<file path="src/rtl/gray_pkg.sv">
// rtl/gray_pkg.sv - shared width constant and Gray-code helper functions
package gray_pkg;

  localparam int DEFAULT_WIDTH = 4;
  localparam int MAX_WIDTH     = 32;

  // Helpers work on the widest legal word; callers zero-extend narrower values.
  function automatic logic [MAX_WIDTH-1:0] gray2bin(input logic [MAX_WIDTH-1:0] g);
    logic [MAX_WIDTH-1:0] b;
    b[MAX_WIDTH-1] = g[MAX_WIDTH-1];
    for (int i = MAX_WIDTH - 2; i >= 0; i--) begin
      b[i] = b[i+1] ^ g[i];
    end
    return b;
  endfunction

  function automatic logic [5:0] popcount(input logic [MAX_WIDTH-1:0] x);
    logic [5:0] n;
    n = '0;
    for (int i = 0; i < MAX_WIDTH; i++) begin
      n = n + {5'd0, x[i]};
    end
    return n;
  endfunction

  function automatic logic is_onehot_or_zero(input logic [MAX_WIDTH-1:0] x);
    return (x & (x - MAX_WIDTH'(1))) == '0;
  endfunction

endpackage

</file>
<file path="src/rtl/gray2bin_comb.sv">
// rtl/gray2bin_comb.sv - combinational Gray-to-binary XOR prefix chain
module gray2bin_comb
  import gray_pkg::*;
#(
  parameter int WIDTH = DEFAULT_WIDTH
) (
  input  logic [WIDTH-1:0] g_i,
  output logic [WIDTH-1:0] bin_o
);

  // Each binary bit is the XOR of every Gray bit at or above it.
  always_comb begin
    bin_o = '0;
    bin_o[WIDTH-1] = g_i[WIDTH-1];
    for (int i = WIDTH - 2; i >= 0; i--) begin
      bin_o[i] = bin_o[i+1] ^ g_i[i];
    end
  end

endmodule

</file>
<file path="src/rtl/gray_to_binary_reg.sv">
// rtl/gray_to_binary_reg.sv - registered Gray-to-binary converter with adjacency checking
module gray_to_binary_reg
  import gray_pkg::*;
#(
  parameter int WIDTH = DEFAULT_WIDTH
) (
  input  logic             clk,
  input  logic             rst,
  input  logic             in_valid,
  input  logic [WIDTH-1:0] g,
  input  logic             err_clr,
  output logic             out_valid,
  output logic [WIDTH-1:0] bin,
  output logic             step_err,
  output logic             err_sticky
);

  logic [WIDTH-1:0]     bin_c;
  logic [MAX_WIDTH-1:0] diff_c;
  logic                 step_err_d;
  logic                 err_sticky_d;

  logic                 out_valid_q;
  logic [WIDTH-1:0]     bin_q;
  logic                 step_err_q;
  logic                 err_sticky_q;
  logic [WIDTH-1:0]     prev_g_q;
  logic                 has_prev_q;

  gray2bin_comb #(.WIDTH(WIDTH)) u_conv (
    .g_i   (g),
    .bin_o (bin_c)
  );

  always_comb begin
    diff_c = '0;
    diff_c[WIDTH-1:0] = g ^ prev_g_q;
    step_err_d = has_prev_q && !is_onehot_or_zero(diff_c);
    // A fresh violation outranks a coincident clear.
    err_sticky_d = (err_sticky_q && !err_clr) || (in_valid && step_err_d);
  end

  always_ff @(posedge clk or posedge rst) begin
    if (rst) begin
      out_valid_q  <= 1'b0;
      bin_q        <= '0;
      step_err_q   <= 1'b0;
      err_sticky_q <= 1'b0;
      prev_g_q     <= '0;
      has_prev_q   <= 1'b0;
    end else begin
      out_valid_q  <= in_valid;
      err_sticky_q <= err_sticky_d;
      if (in_valid) begin
        bin_q      <= bin_c;
        step_err_q <= step_err_d;
        prev_g_q   <= g;
        has_prev_q <= 1'b1;
      end
    end
  end

  assign out_valid  = out_valid_q;
  assign bin        = bin_q;
  assign step_err   = step_err_q;
  assign err_sticky = err_sticky_q;

endmodule

</file>
<file path="config.mk">
export PLATFORM = sky130hd
export DESIGN_NAME = gray_to_binary_reg
export DESIGN_NICKNAME = d
export VERILOG_FILES = /design/src/rtl/gray_pkg.sv /design/src/rtl/gray2bin_comb.sv /design/src/rtl/gray_to_binary_reg.sv
export SDC_FILE = /design/constraint.sdc
export NUM_CORES = 1
export LEC_CHECK = 0
export ABC_CLOCK_PERIOD_IN_PS = 1600
export CORE_MARGIN = 3
export CORE_UTILIZATION = 35
export DETAILED_ROUTE_END_ITERATION = 10
export HOLD_SLACK_MARGIN = 0.06
export MAX_ROUTING_LAYER = met4
export PLACE_DENSITY = 0.74
export SLEW_MARGIN = 10
export SYNTH_ARGS = -nofsm -noshare
export SYNTH_HDL_FRONTEND = slang
export SYNTH_SLANG_ARGS = --single-unit
</file>
<file path="constraint.sdc">
create_clock -name clk -period 1.6 [get_ports clk]
set_input_delay 0.32 -clock clk [delete_from_list [all_inputs] [get_ports clk]]
set_output_delay 0.32 -clock clk [all_outputs]
set_load 0.005 [all_outputs]
</file>
# Yosys cells after proc, flatten, opt, wreduce, memory -nomap -nowiden
# Cells that the tools add are included.
[op_classes] addsub=1 n_bitwise=5 reduce_logical=7
[op_table] cell="AND 4 x 32 -> 32 bit" n=1
[op_table] cell="logical NOT 32 bit" n=1
[op_table] cell="subtractor 4 x 1 -> 5 bit (second input constant)" n=1
[op_table] cell="XOR 4 bit" n=1
[op_table] cell="logical AND 1 bit" n=3
[op_table] cell="XOR 1 bit" n=3
[op_table] cell="logical NOT 1 bit" n=2
[op_table] cell="logical OR 1 bit" n=1
[word_totals] reg_bits=12 out_inout_bits=7 word_cells=19

# Depth between registers and ports, before layout
[depth] word_depth=8 depth_mapped=3

# Hierarchy
# Synthesis repeated with hierarchy kept, for this count alone.
[hier_totals] hier_cells=40 area_unflattened_um2=548.0
[by_module_without_submodules] module="gray_to_binary_reg" instances=1 cells_per_inst=35 area_per_inst_um2=498.0 seq_area_each_um2=300.3
[by_module_without_submodules] module="gray2bin_comb" instances=1 cells_per_inst=5 area_per_inst_um2=50.0 seq_area_each_um2=0.0

# Least setup slack after synthesis
# OpenSTA, ideal clock, no wires.
[synth_path] kind="register to register" start="register prev_g_q[1]" end="register err_sticky_q (netlist: err_sticky)" setup_time_ps=146 arrival_time_ps=980 required_time_ps=1454 slack_ps=474 stages_incl_launch_ff=4 path_buffers=0 cell_sequence="dfrtp_1 -> xor2_2 -> o311ai_2 -> o221ai_1"
[synth_via] elab_chain_len=8
[synth_rtl] item="start: declaration" line="gray_to_binary_reg.sv:27" source="logic [WIDTH-1:0] prev_g_q;"
[synth_rtl] item="start signal: assignment" line="gray_to_binary_reg.sv:57" source="prev_g_q <= g;"
[synth_rtl] item="XOR 4 bit (*)" line="gray_to_binary_reg.sv:37" source="diff_c[WIDTH-1:0] = g ^ prev_g_q;"
[synth_rtl] item="subtractor 4 x 1 -> 5 bit" line="gray_pkg.sv:27" source="return (x & (x - MAX_WIDTH'(1))) == '0;"
[synth_rtl] item="AND 4 x 32 -> 32 bit (*)" line="gray_pkg.sv:27"
[synth_rtl] item="logical NOT 32 bit (*)" line="gray_pkg.sv:27"
[synth_rtl] item="logical NOT 1 bit (*)" line="gray_to_binary_reg.sv:38" source="step_err_d = has_prev_q && !is_onehot_or_zero(diff_c);"
[synth_rtl] item="logical AND 1 bit (*)" line="gray_to_binary_reg.sv:38"
[synth_rtl] item="logical AND 1 bit (*)" line="gray_to_binary_reg.sv:40" source="err_sticky_d = (err_sticky_q && !err_clr) || (in_valid && step_err_d);"
[synth_rtl] item="logical OR 1 bit (*)" line="gray_to_binary_reg.sv:40"
[synth_rtl] item="net err_sticky_d" line="gray_to_binary_reg.sv:21" source="logic err_sticky_d;"
[synth_rtl] item="end signal: assignment" line="gray_to_binary_reg.sv:53" source="err_sticky_q <= err_sticky_d;"
[synth_rtl] item="end: declaration" line="gray_to_binary_reg.sv:26" source="logic err_sticky_q;"
# Mark *: on every way through the listed nets, which the timed path passes. The rest lies on a longest branch.
# A chain may end at the register's enable or synchronous reset.

# Worst setup path after layout
[layout_path] start="register bin_q[3] (netlist: bin[3])" end="output bin[3]"
[layout_rtl] item="start: declaration" line="gray_to_binary_reg.sv:24" source="logic [WIDTH-1:0] bin_q;"
[layout_rtl] item="start signal: assignment" line="gray_to_binary_reg.sv:55" source="bin_q <= bin_c;"
[layout_rtl] item="end: declaration" line="gray_to_binary_reg.sv:13" source="output logic [WIDTH-1:0] bin,"
# No word-level cell between the ends.

==> flow_summary.ini <==
[outcome]
outcome = complete, no violations

[route]
drtIter0Drc = 0
wl_per_cell_um = 11.1
final_antenna_net_count = 0
dr.pass1.iters = 1
wirelength_um = 842
vias = 353
drcViolationCount = 0
vias_per_cell = 4.64

[setup_path]
crit_type = register to primary output
path_cells = clkdlybuf4s50_1
cp.arrival_ns = 1.14
crit_family = buffers and inverters
critPathSlowestCell = clkdlybuf4s50_1
path_buf_inv = 1
worst_setup_path_start_kind = register
path_max_fanout = 3
max_stage_delay_ns = 0.51
ff2ff_setup_slack_ns = 0.41
cp-end-kind = primary output
required_ns = 1.28

[grt]
grt_pass1_vias = 356
grt-ovfl-total = 0
grt.total_usage_pct = 11.2
grt_pass1_wl_um = 1500
grt_max_degree = 12
antenna_found_initial = 0

[timing]
setup_violations = 0
fin_crit_ns = 1.46
clock.fmax_mhz = 683
timing.final.crit_share_pct = 91.5
worst_slew_pin_slew_ns = 0.407
hold_viol = 0
slew_violations = 0
slew_headroom_pct = 72.8
clock_skew_ns = 0.000772
rsz0062_at_grt = false
fin_setup_tns_ns = 0

[pwr]
ir_worst_vdd_mv = 0.661
powerDensity_nw_per_um2 = 956
p_leak_nw = 0.321
report.power.total_w = 0.000705

[logic_synthesis]
synth-edff-count = 0
synth_cell_type_count = 18
syn-cell-area_um2 = 520
avgSynthCellArea_um2 = 13.3
netlist_instances = 39
synth-async-reset-ratio_pct = 100
yosysMostFrequentCell = dfrtp_1
yosysTopAreaCell = dfrtp_1
netlist_top_cells_area = dfrtp_1 53%, mux2_2 6.5%, xor2_1 5.0%
synth-seq-cells = 11
seq_area_frac_synth_pct = 52.9
syn_nets = 47
synth_common_cells = 11 x dfrtp_1, 3 x a21oi_1, 3 x inv_1, 3 x mux2_2, 3 x xor2_1
synth_top_area_share_pct = 52.9
ys.flop_type = dfrtp_1
yosysWarnings = 0

[finish]
area_growth_pct = 41.8
finalNonFillerCells = 76
multi_input_area_um2 = 221
fillers = 131
nets = 70
final-seq-area_um2 = 275
drive_above_1_share_pct = 26.2
finalCoreUtilization_pct = 54.7
fin_area_um2 = 738
diodes = 0

[clocking]
cts_tree = built
cts_root_buf = clkbuf_4
cts_buffer_depth = 2
post-cts-setup-buffers = 0
clkSlewWorstSetupHoldPaths_ns = 0.07
cts.sinks = 11
cts_resized = 0
ctsHoldBuffers = 0
cts_buffers = 3
htreeDepth = 1
worstSkewPairLatency_ns = 0.26

[placement]
dp_hpwl_um = 652
gp_congestion = 0.718
placedInstanceArea_um2 = 712
placedCellCount = 72
io_buffers = 14

[floorplanning]
die_w_um = 44.6
core_area_um2 = 1350
num_rows = 13
ios = 15
die_area_um2 = 1990
start_util_pct = 38.6
dieHeight_um = 44.6

[min_path]
hold_path.class = primary input to async pin

[flow_run]
cap_violations = 0
==> registers in the layout, indices dropped and copies added, names as in the netlist <==
| signal | count |
|---|---|
| has_prev_q | 1 |
| bin | 4 |
| out_valid | 1 |
| step_err | 1 |
| err_sticky | 1 |
| prev_g_q | 3 |
==> metal layers <==
| metal | routed length (um) | vias up | global-route usage (%) |
|---|---|---|---|
| li1 | - | 174 | - |
| met1 | 391 | 165 | 14.2 |
| met2 | 381 | 12 | 14.3 |
| met3 | 64 | 2 | 4.88 |
| met4 | 4 | 0 | 7.23 |
| met5 | 0 | - | - |
==> cells in the final DEF (no fill, tap or decap) <==
master           instances
xnor2_2                  1
and2_1                   1
xor3_1                   1
xor2_2                   1
xnor2_1                  1
nor2_1                   2
clkbuf_1                 1
a21oi_1                  3
mux2_2                   3
clkdlybuf4s50_1         14
o21ai_1                  1
inv_1                    3
o311ai_2                 1
mux2_1                   2
dfrtp_1                 11
buf_4                    6
o221ai_1                 2
or2_2                    1
clkbuf_4                 3
xor2_1                   3
==> cells by family after synthesis <==
| group | after synthesis | share of synthesized area, % |
|---|---|---|
| flip-flops | 11 | 52.9 |
| AO/OA/AOI/OAI | 7 | 10.3 |
| XOR/XNOR | 7 | 17.6 |
| multiplexers | 5 | 10.8 |
| buffers and inverters | 5 | 4.57 |
| AND/OR/NAND/NOR | 4 | 3.85 |
==> area by class of cell <==
type                       instances  area share (%)
inverter                           3            1.53
timing repair buffer              20            25.1
tap                               15            2.54
sequential                        11            37.3
multi-input combinational         23            30.0
clock buffer                       4            3.56
==> path summary, 6_finish.rpt <==
check,startpoint,end,cells past startpoint
worst max-delay path,bin[3],bin[3],1
worst min-delay path,rst,bin[2],2
worst max register to register,prev_g_q[1],err_sticky,3
worst min register to register,has_prev_q,has_prev_q,1
max in group asynchronous,rst,bin[0],2
min in group clk,has_prev_q,has_prev_q,1
==> stage by stage <==
step | worst slack, ns | hold WS, ns
finish | 0.136 | 0.336
global placement | 0.0304 | 0.444
global route | 0.0808 | 0.378
detailed placement | -0.00457 | 0.446
floorplan | 0.474 | 0.172
CTS | 0.118 | 0.344
==> report_power, final <==
part	internal, W	leakage (nW)	switching (W)
Clock	0.0000963	0.0150	0.0000892
Combinational	0.000119	0.182	0.0000681
Sequential	0.000314	0.124	0.0000193
No activity file was read; power rests on OpenSTA's default activity.
